==> src/rtl/adc_sched_pkg.sv <==
// Shared types and constants for the ADC scan scheduler: FSM encoding,
// stream field widths and the code-to-millivolt scaling constants.
package adc_sched_pkg;

   typedef enum logic [1:0] {
      ST_IDLE,
      ST_ISSUE,
      ST_WAIT_RSP,
      ST_DONE
   } sched_state_t;

   localparam int MV_FULL_SCALE = 5000;
   localparam int ADC_FULL_CODE = 4095;
   localparam int ADC_CH_OFFSET = 1;

   localparam int CODE_W = 12;
   localparam int MV_W   = 13;
   localparam int CH_W   = 5;
   localparam int PROD_W = 25;

endpackage

==> src/rtl/adc_mv_conv.sv <==
// Combinational ADC code to millivolt conversion: floor(code * 5000 / 4095).
// The product needs 25 bits (4095 * 5000 < 2^25); the quotient fits in 13.
module adc_mv_conv
   import adc_sched_pkg::*;
(
   input  logic [CODE_W-1:0] code,
   output logic [MV_W-1:0]   mv
);

   function automatic logic [MV_W-1:0] code_to_mv(input logic [CODE_W-1:0] c);
      logic [PROD_W-1:0] prod;
      prod = PROD_W'(c) * PROD_W'(MV_FULL_SCALE);
      return MV_W'(prod / PROD_W'(ADC_FULL_CODE));
   endfunction

   assign mv = code_to_mv(code);

endmodule

==> src/rtl/adc_scan_sched.sv <==
// Scans the enabled ADC channels one command at a time, converts each
// response to millivolts, stores it per channel and flags lost responses.
module adc_scan_sched
   import adc_sched_pkg::*;
#(
   parameter int NUM_CH      = 8,
   parameter int TIMEOUT_CYC = 1023
) (
   input  logic              sys_clk,
   input  logic              reset_n,
   input  logic [NUM_CH-1:0] ch_enable,
   input  logic              scan_start,
   input  logic              cont_mode,
   output logic              cmd_valid,
   output logic [CH_W-1:0]   cmd_channel,
   output logic              cmd_sop,
   output logic              cmd_eop,
   input  logic              cmd_ready,
   input  logic              rsp_valid,
   input  logic [CH_W-1:0]   rsp_channel,
   input  logic [CODE_W-1:0] rsp_data,
   output logic              sample_valid,
   output logic [2:0]        sample_idx,
   output logic [MV_W-1:0]   sample_mv,
   input  logic [2:0]        rd_idx,
   output logic [MV_W-1:0]   rd_mv,
   output logic              busy,
   output logic              scan_done,
   output logic              timeout_err
);

   localparam int IDX_W = $clog2(NUM_CH + 1);
   localparam int SEL_W = $clog2(NUM_CH);
   localparam int CNT_W = $clog2(TIMEOUT_CYC + 1);

   sched_state_t      state;
   sched_state_t      state_nxt;
   logic [NUM_CH-1:0] scan_mask;
   logic [IDX_W-1:0]  idx;
   logic [IDX_W-1:0]  next_sel;
   logic              next_found;
   logic [CNT_W-1:0]  tmo_cnt;
   logic [CH_W-1:0]   exp_ch;
   logic [MV_W-1:0]   mv_p0;
   logic [MV_W-1:0]   store [NUM_CH];
   logic              start_acc;
   logic              latch_mask;
   logic              xfer;
   logic              rsp_hit;
   logic              tmo_hit;

   // Lowest enabled logical channel at or above the current index.
   always_comb begin
      next_found = 1'b0;
      next_sel   = '0;
      for (int i = NUM_CH - 1; i >= 0; i--) begin
         if (scan_mask[i] && (i >= int'(idx))) begin
            next_found = 1'b1;
            next_sel   = IDX_W'(i);
         end
      end
   end

   assign exp_ch    = CH_W'(idx) + CH_W'(ADC_CH_OFFSET);
   assign busy      = (state != ST_IDLE);
   assign scan_done = (state == ST_DONE);

   always_comb begin
      state_nxt   = state;
      cmd_valid   = 1'b0;
      cmd_channel = '0;
      cmd_sop     = 1'b0;
      cmd_eop     = 1'b0;
      start_acc   = 1'b0;
      latch_mask  = 1'b0;
      xfer        = 1'b0;
      rsp_hit     = 1'b0;
      tmo_hit     = 1'b0;
      case (state)
         ST_IDLE: begin
            if (scan_start) begin
               start_acc  = 1'b1;
               latch_mask = 1'b1;
               state_nxt  = ST_ISSUE;
            end
         end
         ST_ISSUE: begin
            if (!next_found) begin
               state_nxt = ST_DONE;
            end else begin
               // Channel held steady by idx/scan_mask staying put until transfer.
               cmd_valid   = 1'b1;
               cmd_channel = CH_W'(next_sel) + CH_W'(ADC_CH_OFFSET);
               cmd_sop     = 1'b1;
               cmd_eop     = 1'b1;
               if (cmd_ready) begin
                  xfer      = 1'b1;
                  state_nxt = ST_WAIT_RSP;
               end
            end
         end
         ST_WAIT_RSP: begin
            if (rsp_valid && (rsp_channel == exp_ch)) begin
               rsp_hit   = 1'b1;
               state_nxt = ST_ISSUE;
            end else if (tmo_cnt == CNT_W'(TIMEOUT_CYC)) begin
               tmo_hit   = 1'b1;
               state_nxt = ST_ISSUE;
            end
         end
         ST_DONE: begin
            if (cont_mode) begin
               latch_mask = 1'b1;
               state_nxt  = ST_ISSUE;
            end else begin
               state_nxt = ST_IDLE;
            end
         end
         default: state_nxt = ST_IDLE;
      endcase
   end

   always_ff @(posedge sys_clk or negedge reset_n) begin
      if (!reset_n) begin
         state <= ST_IDLE;
      end else begin
         state <= state_nxt;
      end
   end

   always_ff @(posedge sys_clk or negedge reset_n) begin
      if (!reset_n) begin
         scan_mask   <= '0;
         idx         <= '0;
         tmo_cnt     <= '0;
         timeout_err <= 1'b0;
      end else begin
         if (latch_mask) begin
            scan_mask <= ch_enable;
            idx       <= '0;
         end
         if (start_acc) begin
            timeout_err <= 1'b0;
         end
         if (xfer) begin
            idx     <= next_sel;
            tmo_cnt <= '0;
         end else if (state == ST_WAIT_RSP) begin
            tmo_cnt <= tmo_cnt + CNT_W'(1);
         end
         if (rsp_hit || tmo_hit) begin
            idx <= idx + IDX_W'(1);
         end
         if (tmo_hit) begin
            timeout_err <= 1'b1;
         end
      end
   end

   adc_mv_conv u_conv (
      .code (rsp_data),
      .mv   (mv_p0)
   );

   // p0 -> p1: conversion result registered on the accepting edge.
   always_ff @(posedge sys_clk or negedge reset_n) begin
      if (!reset_n) begin
         sample_valid <= 1'b0;
         sample_idx   <= '0;
         sample_mv    <= '0;
         for (int i = 0; i < NUM_CH; i++) begin
            store[i] <= '0;
         end
      end else begin
         sample_valid <= rsp_hit;
         if (rsp_hit) begin
            sample_idx             <= 3'(idx);
            sample_mv              <= mv_p0;
            store[SEL_W'(idx)]     <= mv_p0;
         end
      end
   end

   always_ff @(posedge sys_clk or negedge reset_n) begin
      if (!reset_n) begin
         rd_mv <= '0;
      end else if (int'(rd_idx) < NUM_CH) begin
         rd_mv <= store[SEL_W'(rd_idx)];
      end else begin
         rd_mv <= '0;
      end
   end

endmodule

==> config.mk <==
export PLATFORM = sky130hd
export DESIGN_NAME = adc_scan_sched
export DESIGN_NICKNAME = d
export VERILOG_FILES = /design/src/rtl/adc_sched_pkg.sv /design/src/rtl/adc_mv_conv.sv /design/src/rtl/adc_scan_sched.sv
export SDC_FILE = /design/constraint.sdc
export NUM_CORES = 1
export LEC_CHECK = 0
export CAP_MARGIN = 20
export CORE_MARGIN = 2
export CORE_UTILIZATION = 55
export DETAILED_ROUTE_END_ITERATION = 6
export HOLD_SLACK_MARGIN = 0.06
export PLACE_DENSITY = 0.8
export SLEW_MARGIN = 20
export SYNTH_ARGS = -nofsm -noshare
export SYNTH_HDL_FRONTEND = slang
export SYNTH_SLANG_ARGS = --single-unit
==> constraint.sdc <==
create_clock -name sys_clk -period 4.95 [get_ports sys_clk]
set_input_delay 0.7425 -clock sys_clk [delete_from_list [all_inputs] [get_ports sys_clk]]
set_output_delay 0.7425 -clock sys_clk [all_outputs]
set_load 0.05 [all_outputs]
==> results.toml <==
[critical_path]
startpoint_type = "input pin"
cpPeakStageDelay_ps = 550
cp-end-kind = "register"
crit_fanout = 9
crit_top_cell = "buf_4"
slowest_stage = "fa_1"
cp_data_required_time_ps = 5240
crit_buf_inv = 16
setup.worst_path.class = "in2reg"
cp_top_family = "compound AO/OA/AOI/OAI gates"
worstPathArrival_ps = 13500

[grt]
antenna_found_initial = 0
grt_pass1_wl_mm = 81.1
grt.overflow.total = 0
grt.total_usage_pct = 37.9
grt_start_max_net_pins = 115
grt_pass1_vias = 15900

[run_status]
status = "finished, violations left"
violations = "negative setup slack"

[routing]
ant_nets = 0
dr.pass1.iters = 6
viasPerCell = 6.57
first_iter_violations = 2143
num_vias = 16500
finalWirelength_mm = 54.3
drc = 0
wl_per_cell_um = 21.7

[timing]
drv_slew = 0
rsz0062_at_grt = "true"
setup_viol = 117
relSlewSlack_pct = 23.8
finClkSkew_ps = 11.2
final.min_clock_period_ps = 13210
finalCritPeriodShare_pct = 267
max_freq_mhz = 75.7
finalWorstSetupSlack_ps = -8260
hold_viol = 0
setup_tns_ps = -547430
worst_slew_pin_slew_ps = 1140

[die]
design.die.area_um2 = 26800
die_x_um = 164
initial_utilization_pct = 55.8
ios = 75
core_um2 = 25100
die_y_um = 164
row_count = 58

[logic_synthesis]
synth_area_um2 = 14000
synth_seq_area_share_pct = 28.4
yosysUniqueCellTypes = 113
synth_seq_cells = 159
synth_edf_count = 0
synthFlopType = "dfrtp_1"
synthesis.nets = 1764
syn_area_per_cell_um2 = 8.57
syn_inst = 1634
yosysWarnings = 0
ys_async_sr_fraction_pct = 100

[cells_and_area]
areaGrowthSynthToFinish_pct = 50.2
drive_above_1_share_pct = 40.3
nets = 2291
diodes = 0

[placed_design]
gp_congestion = 0.944
hpwl_mm = 34.9
place.port_buffers = 73

[clocking]
holdBufCountCts = 0
cts_tree = "yes"
cts-htree-levels = 4
cts_buffers = 17
root_buffer = "clkbuf_16"
clk_pin_slew_worst_paths_ps = 70
cts.sinks = 159
clkLatencyLatePin_ps = 440
clockBufferDepth = 2

[hold_path]
hold_class = "in2async"

[flow_run]
maxCapViolCount = 0
-- registers in the layout, indices dropped and copies added, names as in the netlist --
register,count
tmo_cnt,10
rd_mv,13
scan_mask,8
sample_idx,3
idx,4
state,2
sample_mv,13
store,104
sample_valid,1
timeout_err,1
-- synthesized netlist by cell type (22+ instances only) --
cell type,count,area [um2]
a21oi_1,77,385
a31oi_1,33,206
and3_1,25,156
clkbuf_1,44,165
dfrtp_1,159,3980
fa_1,23,460
ha_1,73,913
inv_1,85,319
mux2_2,25,282
mux4_2,26,586
nand2_1,201,754
nand3_1,50,250
nand4_1,22,138
nor2_1,131,492
nor3_1,52,260
o21ai_0,146,731
xnor2_1,40,350
-- worst reg2reg max path, cell delays in order, from the launching register on --
cell and delay, ps:
dfrtp_1 870, inv_1 330, or4_1 620, o21ai_0 120, nand4_1 220, inv_1 130, nand2_1 270, nor2_1 280
nand3_1 830, nand2_1 490, o21ai_2 110
-- logic make-up (layout without fill, tap and decap cells) --
kind of cell	Yosys count	in the layout	share of synthesized area (%)
AO/OA/AOI/OAI	480	480	23.5
XOR/XNOR	64	64	4.31
adder cells (fa/ha/maj)	96	96	9.81
buffers and inverters	158	696	4.64
flip-flops	159	159	28.4
multiplexers	67	68	7.40
other	1	1	0.0268
AND/OR/NAND/NOR	609	610	21.9
-- through the flow --
stage          util, %  cell area (um2)  worst slack [ps]  hold slack [ps]  cells
6_report          83.8            21000             -8260              437   2504
5_1_grt           83.8            21000             -8650              506   2504
4_1_cts           80.7            20300             -7750              479   2467
3_5_place_dp      73.7            18500             -9100              463   2382
3_3_place_gp      73.7            18500             -8820              457   2382
2_1_floorplan        -            14600             -7960              445   1634
-- per-layer routing --
metal | track usage (%) | wire [um] | up-vias | share of wire, %
met2 | 65.8 | 26400 | 1152 | 49
met1 | 47.1 | 20400 | 7914 | 38
met4 | 15.7 | 2840 | 0 | 5.2
li1 | - | - | 7097 | -
met3 | 5.79 | 4660 | 292 | 8.6
met5 | 0 | 0 | - | 0
-- cell type report --
cell class	instances	area, um2
Inverter	88	338
Fill cell	1306	4070
Sequential cell	159	3980
Tap cell	330	413
Multi-Input combinational cell	1319	11000
Clock inverter	15	174
Clock buffer	17	425
Timing Repair Buffer	576	4660
-- cell usage in the layout, fill, tap and decap left out, types with 11 or more instances in the layout --
| cell type | n |
|---|---|
| o21ai_0 | 78 |
| nand2b_1 | 11 |
| and4_1 | 11 |
| and3_1 | 23 |
| o21ai_1 | 64 |
| and2_1 | 14 |
| buf_4 | 473 |
| clkdlybuf4s50_1 | 61 |
| xnor2_1 | 34 |
| a21oi_1 | 58 |
| nand3_1 | 43 |
| nand4_1 | 22 |
| a31oi_1 | 26 |
| a21oi_4 | 11 |
| a211oi_2 | 12 |
| dfrtp_1 | 159 |
| nor2_1 | 119 |
| a21o_1 | 17 |
| xor2_1 | 17 |
| buf_6 | 25 |
| clkbuf_16 | 17 |
| nor4_1 | 11 |
| mux2_2 | 26 |
| mux4_2 | 26 |
| fa_1 | 22 |
| ha_4 | 19 |
| o211ai_1 | 17 |
| nand2_1 | 193 |
| o21ai_2 | 20 |
| a21oi_2 | 14 |
| inv_1 | 73 |
| inv_2 | 11 |
| nor3_1 | 38 |
| ha_1 | 53 |
-- path summary, 6_finish.rpt --
check / startpoint / end / slack [ps] / cells after the start
min reg2reg: sample_idx[2] / sample_idx[2] / 480 / 2
max reg2reg: idx[2] / store[55] / 520 / 10
max: rsp_data[4] / store[26] / -8260 / 59
min: reset_n / rd_mv[7] / 440 / 1
min in group sys_clk: sample_idx[2] / sample_idx[2] / 480 / 2
max in group asynchronous: reset_n / sample_mv[1] / 3370 / 2
-- repair_timing --
action | CTS | global route
pin swaps | 57 | 54
cloned | 2 | 2
gates resized for setup | 160 | 132
endpoints found under the setup margin | 117 | 118
hold endpoints to repair | 0 | 0
buffers inserted | 56 | 42
Power is not shown: default switching activity piles up to over one toggle a cycle in this logic, so the estimate is an artifact.
